==> config.mk <==
export PLATFORM = sky130hd
export DESIGN_NAME = uart_tx_fifo
export DESIGN_NICKNAME = d
export VERILOG_FILES = /design/src/rtl/uart_tx_fifo.sv
export SDC_FILE = /design/constraint.sdc
export NUM_CORES = 1
export LEC_CHECK = 0
export ABC_AREA = 1
export BUFFER_PORTS_ARGS = -buffer_cell sky130_fd_sc_hd__buf_2
export CAP_MARGIN = 20
export CORE_MARGIN = 10
export CORE_UTILIZATION = 60
export CTS_CLUSTER_SIZE = 24
export DETAILED_ROUTE_END_ITERATION = 10
export PLACE_DENSITY = 0.8
export SLEW_MARGIN = 40
export SYNTH_ARGS = -nofsm -noshare
export SYNTH_HDL_FRONTEND = slang
export SYNTH_SLANG_ARGS = --single-unit
==> constraint.sdc <==
create_clock -name clk_i -period 3.8 [get_ports clk_i]
set_clock_uncertainty 0.2 [all_clocks]
set_input_delay 0.57 -clock clk_i [delete_from_list [all_inputs] [get_ports clk_i]]
set_output_delay 0.57 -clock clk_i [all_outputs]
set_load 0.1 [all_outputs]
==> src/rtl/uart_tx_fifo.sv <==
// UART transmitter fed by a valid/ready transmit FIFO, LSB-first framing.
// Define UART_PARITY_EN to add a parity bit and the parity_odd_i port.
module uart_tx_fifo #(
  parameter int DATA_WIDTH = 8,
  parameter int FIFO_DEPTH = 4,
  parameter int STOP_BITS  = 1,
  parameter int PRESCALE_W = 16
) (
  input  logic                          clk_i,
  input  logic                          rst,
  input  logic [DATA_WIDTH-1:0]         s_axis_tdata_i,
  input  logic                          s_axis_tvalid_i,
  output logic                          s_axis_tready_o,
  input  logic [PRESCALE_W-1:0]         prescale_i,
`ifdef UART_PARITY_EN
  input  logic                          parity_odd_i,
`endif
  output logic                          txd_o,
  output logic                          busy_o,
  output logic [$clog2(FIFO_DEPTH):0]   fifo_count_o
);

  localparam int AW = $clog2(FIFO_DEPTH);
  localparam int CW = AW + 1;
  localparam int BW = $clog2(DATA_WIDTH);
  localparam logic [BW-1:0] LAST_BIT = BW'(DATA_WIDTH - 1);
  localparam logic STOP_LAST = 1'(STOP_BITS - 1);
  localparam logic [CW-1:0] FULL = CW'(FIFO_DEPTH);
  localparam logic [PRESCALE_W-1:0] ONE = PRESCALE_W'(1);

  typedef enum logic [2:0] {
    IDLE,
    START,
    DATA,
`ifdef UART_PARITY_EN
    PARITY,
`endif
    STOP
  } state_e;

  state_e                state_q, state_d;
  logic                  txd_q, txd_d;
  logic [DATA_WIDTH-1:0] shift_q, shift_d;
  logic [PRESCALE_W-1:0] period_q, period_d;
  logic [PRESCALE_W-1:0] cnt_q, cnt_d;
  logic [BW-1:0]         bit_q, bit_d;
  logic                  stop_q, stop_d;
`ifdef UART_PARITY_EN
  logic                  par_q, par_d;
`endif

  logic [DATA_WIDTH-1:0] mem_q [FIFO_DEPTH];
  logic [AW-1:0]         wptr_q, wptr_d;
  logic [AW-1:0]         rptr_q, rptr_d;
  logic [CW-1:0]         count_q, count_d;

  logic                  push, pop, start, bit_end;
  logic [DATA_WIDTH-1:0] head;
  logic [PRESCALE_W-1:0] period_new;

  assign s_axis_tready_o = (count_q != FULL);
  assign push            = s_axis_tvalid_i && s_axis_tready_o;
  assign head            = mem_q[rptr_q];
  assign bit_end         = (cnt_q == '0);
  assign period_new      = (prescale_i == '0) ? ONE : prescale_i;

  always_comb begin
    state_d  = state_q;
    txd_d    = txd_q;
    shift_d  = shift_q;
    period_d = period_q;
    cnt_d    = cnt_q;
    bit_d    = bit_q;
    stop_d   = stop_q;
`ifdef UART_PARITY_EN
    par_d    = par_q;
`endif
    start    = 1'b0;

    if (state_q != IDLE) begin
      cnt_d = bit_end ? period_q - ONE : cnt_q - ONE;
    end

    unique case (state_q)
      IDLE: begin
        if (count_q != '0) start = 1'b1;
      end
      START: begin
        if (bit_end) begin
          state_d = DATA;
          txd_d   = shift_q[0];
          shift_d = shift_q >> 1;
          bit_d   = '0;
        end
      end
      DATA: begin
        if (bit_end) begin
          if (bit_q == LAST_BIT) begin
`ifdef UART_PARITY_EN
            state_d = PARITY;
            txd_d   = par_q;
`else
            state_d = STOP;
            txd_d   = 1'b1;
            stop_d  = 1'b0;
`endif
          end else begin
            txd_d   = shift_q[0];
            shift_d = shift_q >> 1;
            bit_d   = bit_q + BW'(1);
          end
        end
      end
`ifdef UART_PARITY_EN
      PARITY: begin
        if (bit_end) begin
          state_d = STOP;
          txd_d   = 1'b1;
          stop_d  = 1'b0;
        end
      end
`endif
      STOP: begin
        if (bit_end) begin
          if (stop_q == STOP_LAST) begin
            // Chain straight into the next start bit when work is queued.
            if (count_q != '0) start = 1'b1;
            else state_d = IDLE;
          end else begin
            stop_d = 1'b1;
          end
        end
      end
      default: state_d = IDLE;
    endcase

    if (start) begin
      state_d  = START;
      txd_d    = 1'b0;
      shift_d  = head;
      period_d = period_new;
      cnt_d    = period_new - ONE;
`ifdef UART_PARITY_EN
      par_d    = (^head) ^ parity_odd_i;
`endif
    end
  end

  assign pop = start;

  always_comb begin
    wptr_d  = push ? wptr_q + AW'(1) : wptr_q;
    rptr_d  = pop ? rptr_q + AW'(1) : rptr_q;
    unique case ({push, pop})
      2'b10:   count_d = count_q + CW'(1);
      2'b01:   count_d = count_q - CW'(1);
      default: count_d = count_q;
    endcase
  end

  always_ff @(posedge clk_i or posedge rst) begin
    if (rst) begin
      state_q  <= IDLE;
      txd_q    <= 1'b1;
      shift_q  <= '0;
      period_q <= ONE;
      cnt_q    <= '0;
      bit_q    <= '0;
      stop_q   <= 1'b0;
`ifdef UART_PARITY_EN
      par_q    <= 1'b0;
`endif
      wptr_q   <= '0;
      rptr_q   <= '0;
      count_q  <= '0;
    end else begin
      state_q  <= state_d;
      txd_q    <= txd_d;
      shift_q  <= shift_d;
      period_q <= period_d;
      cnt_q    <= cnt_d;
      bit_q    <= bit_d;
      stop_q   <= stop_d;
`ifdef UART_PARITY_EN
      par_q    <= par_d;
`endif
      wptr_q   <= wptr_d;
      rptr_q   <= rptr_d;
      count_q  <= count_d;
    end
  end

  // Storage needs no reset: the flushed pointers hide stale entries.
  always_ff @(posedge clk_i) begin
    if (push) mem_q[wptr_q] <= s_axis_tdata_i;
  end

  assign txd_o        = txd_q;
  assign busy_o       = (state_q != IDLE) || (count_q != '0);
  assign fifo_count_o = count_q;

endmodule
==> results of run 1 <==
-- how the worst max path moves through the flow --
stage,endpoint,startpoint
2_1_floorplan,fifo_count_o[2]$_DFFE_PP0P_,fifo_count_o[2]$_DFFE_PP0P_
3_3_place_gp,cnt_q[12]$_DFFE_PP0P_,cnt_q[2]$_DFFE_PP0P_
3_5_place_dp,cnt_q[8]$_DFFE_PP0P_,state_q[0]$_DFFE_PP0P_
4_1_cts,cnt_q[8]$_DFFE_PP0P_,state_q[0]$_DFFE_PP0P_
5_1_grt,cnt_q[12]$_DFFE_PP0P_,cnt_q[0]$_DFFE_PP0P_
6_report,cnt_q[8]$_DFFE_PP0P_,state_q[0]$_DFFE_PP0P_
-- synth_stat cells, types with 2 or more instances --
cell type	count	area [um2]
nand2_1	139	522
inv_1	60	225
dfrtp_1	51	1280
nand3_1	47	235
nor2_1	44	165
edfxtp_1	32	961
o21ai_0	25	125
a21oi_1	17	85.1
ha_1	12	150
nand2_2	8	50.1
nor2_2	8	50.1
a221o_1	6	60.1
clkbuf_1	6	22.5
o21bai_1	5	37.5
o21ai_1	4	20.0
buf_1	3	11.3
buf_2	3	15.0
nor2_4	3	33.8
xor2_1	3	26.3
a221oi_1	2	17.5
a32o_1	2	20.0
and3_1	2	12.5
buf_6	2	22.5
clkinv_1	2	7.51
dfstp_2	2	52.6
nand2_4	2	22.5
nand4_1	2	12.5
xnor2_1	2	17.5
-- power by group through the flow --
| stage | Clock, mW | Combinational (mW) | Sequential (mW) |
|---|---|---|---|
| floorplan | 0 | 1.81 | 1.58 |
| global placement | 0 | 2.31 | 1.52 |
| detailed placement | 0 | 2.39 | 1.55 |
| CTS | 0.755 | 2.43 | 1.53 |
| global route | 0.804 | 2.74 | 1.57 |
| finish | 0.751 | 2.44 | 1.53 |
-- cell usage in the layout, fill, tap and decap left out, drive strengths merged, types with 3 or more instances in the layout --
master | netlist | layout
o21ai | 29 | 29
nor2 | 55 | 55
buf | 9 | 39
dfrtp | 51 | 51
clkbuf | 6 | 9
xor2 | 3 | 3
o21bai | 5 | 5
a221o | 6 | 6
ha | 12 | 12
clkinv | 2 | 3
nand3 | 48 | 48
edfxtp | 32 | 32
nand2 | 149 | 149
inv | 61 | 65
a21oi | 17 | 17
-- routing by layer --
| metal | part of all wire, % | GRT usage (%) | up-vias | wire [um] |
|---|---|---|---|---|
| met2 | 48 | 29.5 | 142 | 4790 |
| li1 | - | - | 1720 | - |
| met1 | 42 | 24.1 | 1677 | 4220 |
| met5 | 0 | 0 | - | 0 |
| met4 | 1.9 | 6.57 | 0 | 190 |
| met3 | 7.8 | 3.96 | 23 | 775 |
-- cell type report --
class	instances	area [um2]	area share (%)
flip-flops and latches	85	2290	47.0
multi-input cells	344	1770	36.3
inverters	63	239	4.91
repair buffers	39	213	4.37
clock buffers	9	124	2.54
well taps	99	124	2.54
clock inverters	7	114	2.34
-- kinds of logic after synthesis --
group | count (synthesis) | share of synthesized area [%]
and+or+nand+nor | 259 | 26.0
DFF | 85 | 52.5
buffers and inverters | 78 | 7.22
AOI/OAI and AO/OA | 67 | 9.40
adders and majority gates | 13 | 3.90
xor gates and xnor gates | 5 | 1.00
-- registers in the layout, summed over array words and instances (netlist names) --
name and cells:
mem_q 32, cnt_q 16, period_q 16, shift_q 8
bit_q 3, fifo_count_o 3, rptr_q 2, state_q 2
wptr_q 2, txd_o 1
-- worst max-delay path, delay by kind of cell (launching register included) --
family                     cells  cell delay [ns]
buffers and inverters          5             0.73
DFF                            1             0.40
AOI/OAI and AO/OA              2             0.23
adders and majority gates      2             0.46
and+or+nand+nor                9             0.99
-- stage by stage --
stage / instances / hold WS [ns] / total power [mW] / util, % / cell area [um2]
final: 646 / 0.0621 / 4.72 / 67.9 / 4870
after global routing: 646 / 0.0881 / 5.11 / 67.9 / 4870
after CTS: 646 / 0.0739 / 4.71 / 67.8 / 4870
after detailed placement: 630 / 0.259 / 3.94 / 64.5 / 4630
after global placement: 630 / 0.255 / 3.83 / 64.5 / 4630
after floorplan: 507 / 0.242 / 3.39 / - / 4370
==> results_dict.tcl, run 1 <==
set metrics [dict create \
    ys_ff_latch 85 \
    antenna_found_initial 0 \
    dr_total_vias 3562 \
    combPwrFrac_pct 51.7 \
    sequentialPowerShare_pct 32.4 \
    worstPathArrival_ns 3.19 \
    synthesis.area_um2 4360 \
    avgViaCountPerCell 5.51 \
    grtUsageTotal_pct 18.4 \
    seq_area_frac_synth_pct 52.5 \
    port-buffer-count 32 \
    coreArea_um2 7180 \
    setup_viol 0 \
    placementRows 31 \
    clk_pin_slew_ns 0.09 \
    fin_crit_sh_pct 82.8 \
    endpoint_kind "flop" \
    min_period_ns 3.15 \
    crit_required_ns 3.84 \
    synth-main-ff-cell "dfrtp_1" \
    clock.fmax_ghz 0.318 \
    power_density_nw_per_um2 970 \
    die_w_um 105 \
    p_int_mw 2.44 \
    yosysWarnings 0 \
    worstSkewPairLatency_ns 0.37 \
    rsz0062_at_grt "no" \
    netSwitchingPower_mw 2.28 \
    drv_slew 0 \
    cts_root_buf "clkbuf_8" \
    setup_ws_ns 0.653 \
    dp_slack_ns 0.697 \
    holdBufCountCts 0 \
    overflow 0 \
    drc_errors 0 \
    htreeDepth 3 \
    r2r_cells 18 \
    cap_violations 0 \
    routed_wl_mm 9.97 \
    r2r_end "cnt_q[8]$_DFFE_PP0P_" \
    critical_path.max_stage_delay_ns 0.40 \
    hold_viol 0 \
    dp_hpwl_mm 7.16 \
    cts_buffer_depth 2 \
    ir_worst_vdd_mv 0.910 \
    crit_type "reg -> reg" \
    dieHeight_um 105 \
    detail_route.iter0.violations 249 \
    synthCells 507 \
    hp-class "in -> async" \
    nNetsFinal 582 \
    max_slew_margin_pct 46.3 \
    area_delta_synth_final_pct 11.6 \
    p_leak_nw 2.33 \
    crit_fanout 25 \
    fillCellCount 587 \
    cp_cell_sequence "inv_1 > ha_1 > inv_1 > nand2_4 > nand2_4 > buf_4 > o21ai_0 > nand2_1 > inv_1 > ha_1 > nand3_1 > nor2_1 > nand2_1 > inv_1 > nand2_1 > nand2_1 > nand3_1 > o21ai_0" \
    worst_pin_slew_ns 0.802 \
    critPathSlowestCell "dfrtp_1" \
    pwr-share-clk_pct 15.9 \
    switching_share_pct 48.3 \
    postRouteAntennaNets 0 \
    r2r_slack_ns 0.65 \
    synth_nets 547 \
    cts_buffers 9 \
    grt_pass1_vias 3463 \
    synth_edf_count 32 \
    gp_congestion 0.888 \
    synth_cell_type_count 41 \
    grt_pass1_wl_mm 16.7 \
    grt_max_degree 45 \
    setup_tns_ns 0 \
    drt-wirelength-per-cell_um 15.4 \
    outcome "complete, no violations" \
    cts_tree "done" \
    drive_above_1_share_pct 15.5 \
    firstDrtPassIters 5 \
    async_reset_ff_share_pct 62.4 \
    r2r-start "state_q[0]$_DFFE_PP0P_" \
    die_area_um2 11100 \
    start_kind "flop" \
    post_cts_resized 0 \
    initial_core_util_pct 60.8 \
    syn_area_per_cell_um2 8.61 \
    cts_setup_buffers 0 \
    io_pins 33 \
    antenna_cells 0 \
    clock_sinks 85 \
]
No activity file was read; power rests on OpenSTA's default activity.
==> run 2: changes to the inputs <==
- CORE_UTILIZATION: 60 -> 54
- PLACE_DENSITY: 0.8 -> 0.76
- clock period: 3.8 -> 2.87 ns (I/O delays scaled with it)
==> results_dict.tcl, run 2 (synthesized netlist as in run 1, its figures left out) <==
set metrics [dict create \
    cts_buffer_depth 2 \
    drt-wirelength-per-cell_um 15.0 \
    area_delta_synth_final_pct 14.2 \
    grt_pass1_vias 3456 \
    hold_viol 0 \
    nNetsFinal 594 \
    fin_cells 661 \
    largest_reg_flops 32 \
    worstPathArrival_ns 2.68 \
    initial_core_util_pct 55.9 \
    drive_above_1_share_pct 19.0 \
    crit_required_ns 2.91 \
    drv_slew 0 \
    p_int_mw 3.23 \
    min_path_cells 1 \
    firstDrtPassIters 5 \
    power_density_nw_per_um2 1270 \
    setup_viol 0 \
    antenna_found_initial 0 \
    start_kind "flop" \
    cts_buffers 9 \
    cp_common_cell "nand2_1" \
    fin_crit_sh_pct 92.0 \
    cp_num_cells 17 \
    cp_num_buf_inv 1 \
    clock.fmax_ghz 0.379 \
    critPathSlowestCell "dfrtp_1" \
    crit_family "simple AND/OR/NAND/NOR gates" \
    dr_total_vias 3588 \
    min_period_ns 2.64 \
    outcome "complete, no violations" \
    antenna_cells 0 \
    netSwitchingPower_mw 3.12 \
    top_register "mem_q" \
    clk_pin_slew_ns 0.11 \
    detail_route.iter0.violations 260 \
    postRouteAntennaNets 0 \
    die_w_um 110 \
    dp.cells 638 \
    routed_wl_mm 9.94 \
    crit_type "reg -> reg" \
    sequentialPowerShare_pct 32.0 \
    drc_errors 0 \
    clock_sinks 85 \
    layout_common_cells "nand2_1 (138), inv_1 (56), dfrtp_1 (48)" \
    cts_root_buf "clkbuf_8" \
    ir_worst_vdd_mv 1.23 \
    cts_tree "done" \
    avgViaCountPerCell 5.43 \
    max_slew_margin_pct 45.8 \
    die_area_um2 12100 \
    critical_path.max_stage_delay_ns 0.41 \
    fillCellCount 662 \
    crit_fanout 8 \
    r2r_cells 17 \
    placementRows 32 \
    hp-class "in -> reg" \
    coreArea_um2 7810 \
    dieHeight_um 110 \
    combPwrFrac_pct 54.5 \
    pwr-share-clk_pct 13.5 \
    final_common_cell "nand2_1" \
    grt_max_degree 47 \
    reg.largest.list "mem_q (32), cnt_q (16), period_q (16)" \
    gp_congestion 0.930 \
    htreeDepth 3 \
    cap_violations 0 \
    dp_hpwl_mm 7.21 \
    worst_hold_slack_ns 0.0780 \
    endpoint_kind "flop" \
    final_util_pct 63.8 \
    io_pins 33 \
    port-buffer-count 32 \
    switching_share_pct 49.1 \
    worstSkewPairLatency_ns 0.36 \
    overflow 0 \
    cp_cell_sequence "nor2_1 > nand2_1 > nor2_2 > nand3_2 > nand2_4 > nand2_4 > o21ai_1 > nand2_1 > inv_2 > ha_2 > nand3_2 > nor2_2 > nand2_2 > nor2_4 > nand2_1 > nand3_1 > o21ai_1" \
    grtUsageTotal_pct 17.2 \
    grt_pass1_wl_mm 16.4 \
    p_leak_nw 2.38 \
    worst_pin_slew_ns 0.811 \
]
run 2: metal layers:
| layer | share of wire [%] | GRT usage, % |
|---|---|---|
| met5 | 0 | 0 |
| met4 | 1.1 | 6.23 |
| met3 | 5.7 | 3.16 |
| met2 | 49 | 27.6 |
| met1 | 44 | 22.8 |
run 2: per-stage QoR:
step	cell area, um2	power (mW)	setup WS (ns)	TNS (ns)
after floorplan	4380	4.50	0.00295	0
after global placement	4680	5.17	0.183	0
after detailed placement	4680	5.31	0.0770	0
after CTS	4890	6.18	0.0287	0
after global routing	4980	6.89	-0.0398	-0.115
final	4980	6.35	0.229	0
run 2: layout make-up:
cell class                      instances  area [um2]  share of cell area, %
Timing Repair Buffer                   51         309                   6.20
Multi-Input combinational cell        344        1810                   36.4
Inverter                               63         239                   4.79
Tap cell                              102         128                   2.56
Sequential cell                        85        2290                   46.0
Clock inverter                          7        78.8                   1.58
Clock buffer                            9         124                   2.48
run 2: what timing repair did:
| action | in CTS | in global routing |
|---|---|---|
| hold buffers | 1 | 0 |
| setup buffers | 0 | 6 |
| hold endpoints to repair | 42 | 0 |
| gates resized for setup | 0 | 13 |
| setup endpoints to repair | 0 | 5 |
run 2: path summary, 6_finish.rpt:
check	start	to	slack, ns
min in group asynchronous	rst	shift_q[0]$_DFFE_PP0P_	0.49
min reg2reg	period_q[11]$_DFFE_PP0N_	period_q[11]$_DFFE_PP0N_	0.28
max	cnt_q[15]$_DFFE_PP0P_	cnt_q[10]$_DFFE_PP0P_	0.23
min	s_axis_tdata_i[2]	mem_q[2][2]$_DFFE_PP_	0.08
max in group asynchronous	rst	period_q[14]$_DFFE_PP0N_	1.46
max reg2reg	cnt_q[15]$_DFFE_PP0P_	cnt_q[10]$_DFFE_PP0P_	0.23
run 2: power groups by stage:
stage | logic, mW | clock network, mW | registers [mW]
6_report | 3.46 | 0.856 | 2.03
5_1_grt | 3.88 | 0.923 | 2.09
4_1_cts | 3.29 | 0.873 | 2.02
3_5_place_dp | 3.27 | 0 | 2.05
3_3_place_gp | 3.15 | 0 | 2.02
2_1_floorplan | 2.41 | 0 | 2.09
